## config.mk

```make
export PLATFORM = sky130hd
export DESIGN_NAME = float_mult_arbiter_flat
export DESIGN_NICKNAME = d
export VERILOG_FILES = /design/src/rtl/float_mult_arbiter_pkg.sv /design/src/rtl/float_mult_arbiter_if.sv /design/src/rtl/float_mult_arbiter_fmul.sv /design/src/rtl/float_mult_arbiter.sv /design/src/flat_wrapper.sv
export SDC_FILE = /design/constraint.sdc
export NUM_CORES = 2
export LEC_CHECK = 0
export CAP_MARGIN = 40
export CORE_ASPECT_RATIO = 0.8
export CORE_MARGIN = 5
export CORE_UTILIZATION = 54
export DETAILED_ROUTE_END_ITERATION = 10
export PLACE_DENSITY = 0.81
export SYNTH_ARGS = -nofsm -noshare
export SYNTH_HDL_FRONTEND = slang
export SYNTH_SLANG_ARGS = --single-unit
```

## constraint.sdc

```tcl
create_clock -name clk -period 12.1 [get_ports clk]
set_input_delay 1.21 -clock clk [delete_from_list [all_inputs] [get_ports clk]]
set_output_delay 1.21 -clock clk [all_outputs]
set_load 0.03 [all_outputs]
```

## src/rtl/float_mult_arbiter_pkg.sv

```systemverilog
// float_mult_arbiter_pkg
//   Shared constants and types for the float multiply arbiter slice:
//   single-precision width, canonical zero/NaN encodings and a packed
//   view of an IEEE-754 single.
package float_mult_arbiter_pkg;

   localparam int unsigned FP_WIDTH = 32;
   localparam int unsigned FP_EXP_W = 8;
   localparam int unsigned FP_FRAC_W = 23;

   localparam logic [FP_WIDTH-1:0] FP_ZERO = 32'h0000_0000;
   localparam logic [FP_WIDTH-1:0] FP_QNAN = 32'h7FC0_0000;

   typedef struct packed {
      logic                 sign;
      logic [FP_EXP_W-1:0]  exp;
      logic [FP_FRAC_W-1:0] frac;
   } fp_t;

   // Zero exponent covers both true zero and denormals, which are flushed.
   function automatic logic fp_is_zero(input fp_t f);
      return (f.exp == '0);
   endfunction

   function automatic logic fp_is_inf(input fp_t f);
      return (f.exp == '1) && (f.frac == '0);
   endfunction

   function automatic logic fp_is_nan(input fp_t f);
      return (f.exp == '1) && (f.frac != '0);
   endfunction

endpackage

```

## src/rtl/float_mult_arbiter_if.sv

```systemverilog
// float_mult_arbiter_if
//   Request/result bus of the float multiply arbiter.
//   req_valid/req_a/req_b : per-requester operand pairs (32 bits each, packed)
//   req_ready             : one-hot grant back to the requesters
//   res_valid/res_ready   : result handshake, res_id/res_product payload
//   op_count              : wrapping count of accepted operations
//   master : requester/consumer side, slave : arbiter side
interface float_mult_arbiter_if
   import float_mult_arbiter_pkg::*;
#(
   parameter int unsigned NUM_REQ = 4,
   parameter int unsigned IDW     = 2
);

   logic [NUM_REQ-1:0]          req_valid;
   logic [FP_WIDTH*NUM_REQ-1:0] req_a;
   logic [FP_WIDTH*NUM_REQ-1:0] req_b;
   logic [NUM_REQ-1:0]          req_ready;
   logic                        res_valid;
   logic                        res_ready;
   logic [IDW-1:0]              res_id;
   logic [FP_WIDTH-1:0]         res_product;
   logic [15:0]                 op_count;

   modport master (
      output req_valid, req_a, req_b, res_ready,
      input  req_ready, res_valid, res_id, res_product, op_count
   );

   modport slave (
      input  req_valid, req_a, req_b, res_ready,
      output req_ready, res_valid, res_id, res_product, op_count
   );

endinterface

```

## src/rtl/float_mult_arbiter_fmul.sv

```systemverilog
// floatMult
//   Combinational IEEE-754 single-precision multiplier.
//   a_i, b_i : operands
//   p_o      : product, round-to-nearest-even; denormal inputs and
//              underflowing results flush to +0, overflow gives infinity,
//              NaN or inf*0 gives the canonical quiet NaN.
module floatMult
   import float_mult_arbiter_pkg::*;
(
   input  logic [FP_WIDTH-1:0] a_i,
   input  logic [FP_WIDTH-1:0] b_i,
   output logic [FP_WIDTH-1:0] p_o
);

   fp_t                a;
   fp_t                b;
   logic               sign;
   logic [47:0]        prod;
   logic [22:0]        frac;
   logic               guard;
   logic               sticky;
   logic               rnd;
   logic [23:0]        frac_r;
   logic signed [10:0] exp_s;

   assign a = fp_t'(a_i);
   assign b = fp_t'(b_i);

   always_comb begin
      sign = a.sign ^ b.sign;
      prod = {24'b0, 1'b1, a.frac} * {24'b0, 1'b1, b.frac};

      // Product of two 1.x mantissas lies in [1,4); normalise on bit 47.
      if (prod[47]) begin
         frac   = prod[46:24];
         guard  = prod[23];
         sticky = |prod[22:0];
         exp_s  = $signed({3'b0, a.exp}) + $signed({3'b0, b.exp}) - 11'sd126;
      end else begin
         frac   = prod[45:23];
         guard  = prod[22];
         sticky = |prod[21:0];
         exp_s  = $signed({3'b0, a.exp}) + $signed({3'b0, b.exp}) - 11'sd127;
      end

      rnd    = guard & (sticky | frac[0]);
      frac_r = {1'b0, frac} + {23'b0, rnd};
      // Rounding carry-out leaves frac_r[22:0] at zero, only bump exponent.
      if (frac_r[23]) begin
         exp_s = exp_s + 11'sd1;
      end

      if (fp_is_nan(a) || fp_is_nan(b) ||
          (fp_is_inf(a) && fp_is_zero(b)) || (fp_is_inf(b) && fp_is_zero(a))) begin
         p_o = FP_QNAN;
      end else if (fp_is_inf(a) || fp_is_inf(b)) begin
         p_o = {sign, 8'hFF, 23'b0};
      end else if (fp_is_zero(a) || fp_is_zero(b)) begin
         p_o = FP_ZERO;
      end else if (exp_s >= 11'sd255) begin
         p_o = {sign, 8'hFF, 23'b0};
      end else if (exp_s <= 11'sd0) begin
         p_o = FP_ZERO;
      end else begin
         p_o = {sign, exp_s[7:0], frac_r[22:0]};
      end
   end

endmodule

```

## src/rtl/float_mult_arbiter.sv

```systemverilog
// float_mult_arbiter
//   Round-robin arbiter feeding one shared single-precision multiplier
//   whose product lands in a one-entry result register.
//   clk   : rising-edge clock
//   reset : asynchronous, active-low
//   bus   : float_mult_arbiter_if slave (requests, grant, result, op_count)
module float_mult_arbiter
   import float_mult_arbiter_pkg::*;
#(
   parameter int unsigned NUM_REQ = 4,
   parameter int unsigned IDW     = 2
)(
   input logic                 clk,
   input logic                 reset,
   float_mult_arbiter_if.slave bus
);

   logic                res_valid_q, res_valid_d;
   logic [IDW-1:0]      res_id_q, res_id_d;
   logic [FP_WIDTH-1:0] res_product_q, res_product_d;
   logic [15:0]         op_count_q, op_count_d;
   logic [IDW-1:0]      last_grant_q, last_grant_d;

   logic                slot_free;
   logic                grant_any;
   logic [IDW-1:0]      grant_idx;
   logic [IDW-1:0]      cand;
   logic [NUM_REQ-1:0]  grant;
   logic [FP_WIDTH-1:0] sel_a;
   logic [FP_WIDTH-1:0] sel_b;
   logic [FP_WIDTH-1:0] product;

   // Grant search starts one past the last winner and wraps; it looks only
   // at req_valid and slot state, never at operand data.
   always_comb begin
      slot_free = !res_valid_q || bus.res_ready;
      grant_any = 1'b0;
      grant_idx = '0;
      cand      = '0;
      grant     = '0;
      if (reset && slot_free) begin
         for (int unsigned k = 1; k <= NUM_REQ; k++) begin
            cand = IDW'((32'(last_grant_q) + k) % NUM_REQ);
            if (!grant_any && bus.req_valid[cand]) begin
               grant_any   = 1'b1;
               grant_idx   = cand;
               grant[cand] = 1'b1;
            end
         end
      end
   end

   assign sel_a = bus.req_a[FP_WIDTH*grant_idx +: FP_WIDTH];
   assign sel_b = bus.req_b[FP_WIDTH*grant_idx +: FP_WIDTH];

   floatMult u_fmul (
      .a_i (sel_a),
      .b_i (sel_b),
      .p_o (product)
   );

   always_comb begin
      res_valid_d   = res_valid_q;
      res_id_d      = res_id_q;
      res_product_d = res_product_q;
      op_count_d    = op_count_q;
      last_grant_d  = last_grant_q;
      if (grant_any) begin
         res_valid_d   = 1'b1;
         res_id_d      = grant_idx;
         res_product_d = product;
         op_count_d    = op_count_q + 16'd1;
         last_grant_d  = grant_idx;
      end else if (slot_free) begin
         res_valid_d = 1'b0;
      end
   end

   always_ff @(posedge clk or negedge reset) begin
      if (!reset) begin
         res_valid_q   <= 1'b0;
         res_id_q      <= '0;
         res_product_q <= FP_ZERO;
         op_count_q    <= '0;
         last_grant_q  <= IDW'(NUM_REQ - 1);
      end else begin
         res_valid_q   <= res_valid_d;
         res_id_q      <= res_id_d;
         res_product_q <= res_product_d;
         op_count_q    <= op_count_d;
         last_grant_q  <= last_grant_d;
      end
   end

   assign bus.req_ready   = grant;
   assign bus.res_valid   = res_valid_q;
   assign bus.res_id      = res_id_q;
   assign bus.res_product = res_product_q;
   assign bus.op_count    = op_count_q;

endmodule

```

## src/flat_wrapper.sv

```systemverilog
// flat-port wrapper written by rule: the top's interface ports become plain ports
module float_mult_arbiter_flat import float_mult_arbiter_pkg::*;
#(
   parameter int unsigned NUM_REQ = 4,
   parameter int unsigned IDW     = 2
)
  (clk, reset, bus_req_valid, bus_req_a, bus_req_b, bus_res_ready, bus_req_ready, bus_res_valid, bus_res_id, bus_res_product, bus_op_count);
  float_mult_arbiter_if #(.NUM_REQ(NUM_REQ), .IDW(IDW)) bus_i ();
  input logic clk;
  input logic reset;
  input wire logic [$bits(bus_i.req_valid)-1:0] bus_req_valid;
  input wire logic [$bits(bus_i.req_a)-1:0] bus_req_a;
  input wire logic [$bits(bus_i.req_b)-1:0] bus_req_b;
  input wire logic [$bits(bus_i.res_ready)-1:0] bus_res_ready;
  output wire logic [$bits(bus_i.req_ready)-1:0] bus_req_ready;
  output wire logic [$bits(bus_i.res_valid)-1:0] bus_res_valid;
  output wire logic [$bits(bus_i.res_id)-1:0] bus_res_id;
  output wire logic [$bits(bus_i.res_product)-1:0] bus_res_product;
  output wire logic [$bits(bus_i.op_count)-1:0] bus_op_count;
  assign bus_i.req_valid = bus_req_valid;
  assign bus_i.req_a = bus_req_a;
  assign bus_i.req_b = bus_req_b;
  assign bus_i.res_ready = bus_res_ready;
  assign bus_req_ready = bus_i.req_ready;
  assign bus_res_valid = bus_i.res_valid;
  assign bus_res_id = bus_i.res_id;
  assign bus_res_product = bus_i.res_product;
  assign bus_op_count = bus_i.op_count;
  float_mult_arbiter #(.NUM_REQ(NUM_REQ), .IDW(IDW)) u_core (.clk(clk), .reset(reset), .bus(bus_i));
endmodule
```

==> run_results.csv <==
group,metric,value,unit
place,gp_congestion,1.03,
setup_path,max_stage_delay,0.57,ns
setup_path,cpMaxStageDelayCell,"or4_4",
final_layout,layout_common_cells,"inv_1, fa_1, nand2_1, nor2_1, buf_4",
setup_path,critical_path.top_delay_family,"adder cells",
sta,period_minus_slack,11.85,ns
routing,num_vias,24573,
setup_path,end_kind,"flop",
place,place_ws,-0.295,ns
setup_path,worstPathBufferInverterCount,14,
global_routing,first_global_vias,25567,
clock_tree,cts_tree,"built",
place,post-place-cells,4261,
final_layout,drive_gt1_share,13.8,%
routing,drt_wl_total,92.0,mm
final_layout,fin_area,32900,um2
clock_tree,htree_levels,2,
setup_path,critPathRequiredTime,12.29,ns
final_layout,final_nets,4599,
floorplan,chipWidth,256,um
clock_tree,insertion_delay,0.30,ns
routing,wl_per_cell,21.4,um
setup_path,reg2regPathDepth,42,
sta,slew_headroom,43.9,%
worst_hold_path,hp-start,"u_core.bus.res_product[30]$_DFFE_PN0P_",
routing,ant_nets,0,
clock_tree,numCtsBuffers,5,
sta,timing.final.ws_setup,0.250,ns
global_routing,gr-usage-met1,46.8,%
global_routing,antenna_found_initial,3,
global_routing,busiest_layer,"met2",
global_routing,grt_usage,34.1,%
logic_synthesis,avgSynthCellArea,8.35,um2
sta,finClkSkew,0.00758,ns
final_layout,final_common_cell,"inv_1",
floorplan,die_y,207,um
logic_synthesis,yosysWarnings,0,
routing,vias_per_cell,5.73,
sta,hold_violations,0,
worst_hold_path,holdCritPathClass,"reg -> reg",
setup_path,arrival,12.04,ns
clock_tree,cts.sinks,53,
worst_hold_path,hold_end,"u_core.bus.res_product[30]$_DFFE_PN0P_",
clock_tree,cts_root_buf,"clkbuf_16",
global_routing,grt_pass1_wl,144,mm
logic_synthesis,synth-edff-count,0,
global_routing,grt_max_degree,54,
logic_synthesis,ys_ff_latch,53,
routing,dr.pass1.iters,6,
routing,drcViolationCount,0,
clock_tree,path_clk_slew,0.07,ns
sta,fin_setup_tns,0,ns
floorplan,coreArea,48200,um2
sta,worstMarginPinSlew,0.834,ns
sta,finalCritPeriodShare,97.9,%
floorplan,dieArea,53100,um2
setup_path,worst_r2r_endpoint,"u_core.bus.res_product[20]$_DFFE_PN0P_",
logic_synthesis,syn_area,26200,um2
floorplan,pin_count,318,
sta,setup-violations-final,0,
setup_path,setup.worst_path.class,"in -> reg",
routing,drt_iter0_markers,2434,
setup_path,start_kind,"primary input",
floorplan,rows,72,
place,portBuffers,317,
floorplan,initial_utilization,54.4,%
logic_synthesis,synth-async-reset-ratio,100,%
final_layout,num-fill-cells,3799,
setup_path,r2r_slack,0.52,ns
logic_synthesis,syn-instance-count,3139,
global_routing,grt.met3_usage,9.53,%
place,dpl_cell_area,32200,um2
final_layout,area_delta_synth_final,25.5,%
global_routing,met2_usage,53.1,%
logic_synthesis,yosysSeqAreaShare,5.07,%
clock_tree,cts_hold_buf,0,
job,drv_cap,0,
clock_tree,cts.path.max_buffers,2,
logic_synthesis,synth_nets,4079,
worst_hold_path,hold_depth,2,
global_routing,grt-ovfl-total,0,
place,dp_hpwl,78.9,mm
setup_path,cp.depth,42,
sta,fmax,0.0844,GHz
logic_synthesis,synthFlopType,"dfrtp_1",
logic_synthesis,ys_types,89,
setup_path,crit_fanout,27,
setup_path,r2r_start,"u_core.last_grant_q[1]$_DFFE_PN1P_",
sta,maxSlewViolCount,0,
final_layout,fin_cells,4291,
outcome,status,"completed",
-- state kept, by name, indices dropped and copies added, names as in the netlist --
| register | count |
|---|---|
| u_core.last_grant_q | 2 |
| u_core.bus.res_product | 32 |
| u_core.bus.res_id | 2 |
| u_core.bus.res_valid | 1 |
| u_core.bus.op_count | 16 |
-- layout make-up --
type	instances	area, um2	share of cell area [%]
inverters	598	2260	6.86
diodes	2	5.00	0.0152
clock buffers	6	139	0.422
multi-input cells	2338	22300	67.7
repair buffers	663	6100	18.5
well taps	629	787	2.39
flip-flops and latches	53	1330	4.04
clock inverters	2	17.5	0.0532
-- Yosys cell counts, types with 30 or more instances --
| library cell | n | area [um2] |
|---|---|---|
| nor3_1 | 31 | 155 |
| ha_1 | 194 | 2430 |
| nand2_1 | 421 | 1580 |
| nor2_1 | 351 | 1320 |
| inv_1 | 589 | 2210 |
| xnor2_1 | 58 | 508 |
| fa_1 | 483 | 9670 |
| mux2_2 | 36 | 405 |
| clkbuf_1 | 96 | 360 |
| xor2_1 | 30 | 263 |
| nand3_1 | 41 | 205 |
| dfrtp_1 | 51 | 1280 |
| mux2i_1 | 173 | 1730 |
| o21ai_0 | 65 | 325 |
| a21oi_1 | 90 | 450 |
| nand4_1 | 39 | 244 |
-- layer usage --
layer / wire [um] / vias up / part of all wire [%]
li1: - / 10980 / -
met1: 36400 / 11931 / 40
met2: 40800 / 1449 / 44
met3: 11400 / 209 / 12
met4: 3380 / 4 / 3.7
met5: 26 / - / 0.028
-- through the flow --
step                utilization (%)  hold WS [ns]
floorplan                         -         0.649
global placement               66.8         0.458
detailed placement             66.8         0.470
CTS                            67.2         0.484
global route                   68.3         0.508
finish                         68.3         0.494
-- worst max-delay path by stage --
| stage | endpoint | from | slack [ns] |
|---|---|---|---|
| after detailed placement | u_core.bus.res_product[14]$_DFFE_PN0P_ | bus_req_valid[0] | -0.29 |
| final | u_core.bus.res_product[20]$_DFFE_PN0P_ | bus_req_valid[0] | 0.25 |
| after global routing | u_core.bus.res_product[21]$_DFFE_PN0P_ | bus_req_valid[0] | -0.08 |
| after global placement | u_core.bus.res_product[24]$_DFFE_PN0P_ | bus_req_valid[2] | -0.16 |
| after CTS | u_core.bus.res_product[20]$_DFFE_PN0P_ | bus_req_valid[2] | 0.13 |
| after floorplan | u_core.bus.res_product[18]$_DFFE_PN0P_ | u_core.last_grant_q[0]$_DFFE_PN1P_ | 0.01 |
-- kinds of logic after synthesis --
logic type      Yosys count  synth area share, %
compound gates          343                 8.97
xor+xnor                 89                 3.00
buf+inv                 748                 11.4
simple gates           1017                 17.0
flops                    53                 5.07
mux                     212                 8.41
fa+ha+maj               677                 46.2
-- worst min-delay path, cell delays in order, from the launching register on --
cell     delay, ns
dfrtp_1       0.34
nand2_1       0.05
o21ai_0       0.06
-- timing repair --
action / 4_1_cts / 5_1_grt
pin swaps: 1 / 9
gates resized for setup: 1 / 70
gates cloned: 0 / 3
buffers inserted: 3 / 14
endpoints found under the setup margin: 9 / 32
Power is left out: the tool's default activity adds up to more than one toggle a clock period on the data nets, which glitch-free logic cannot reach.
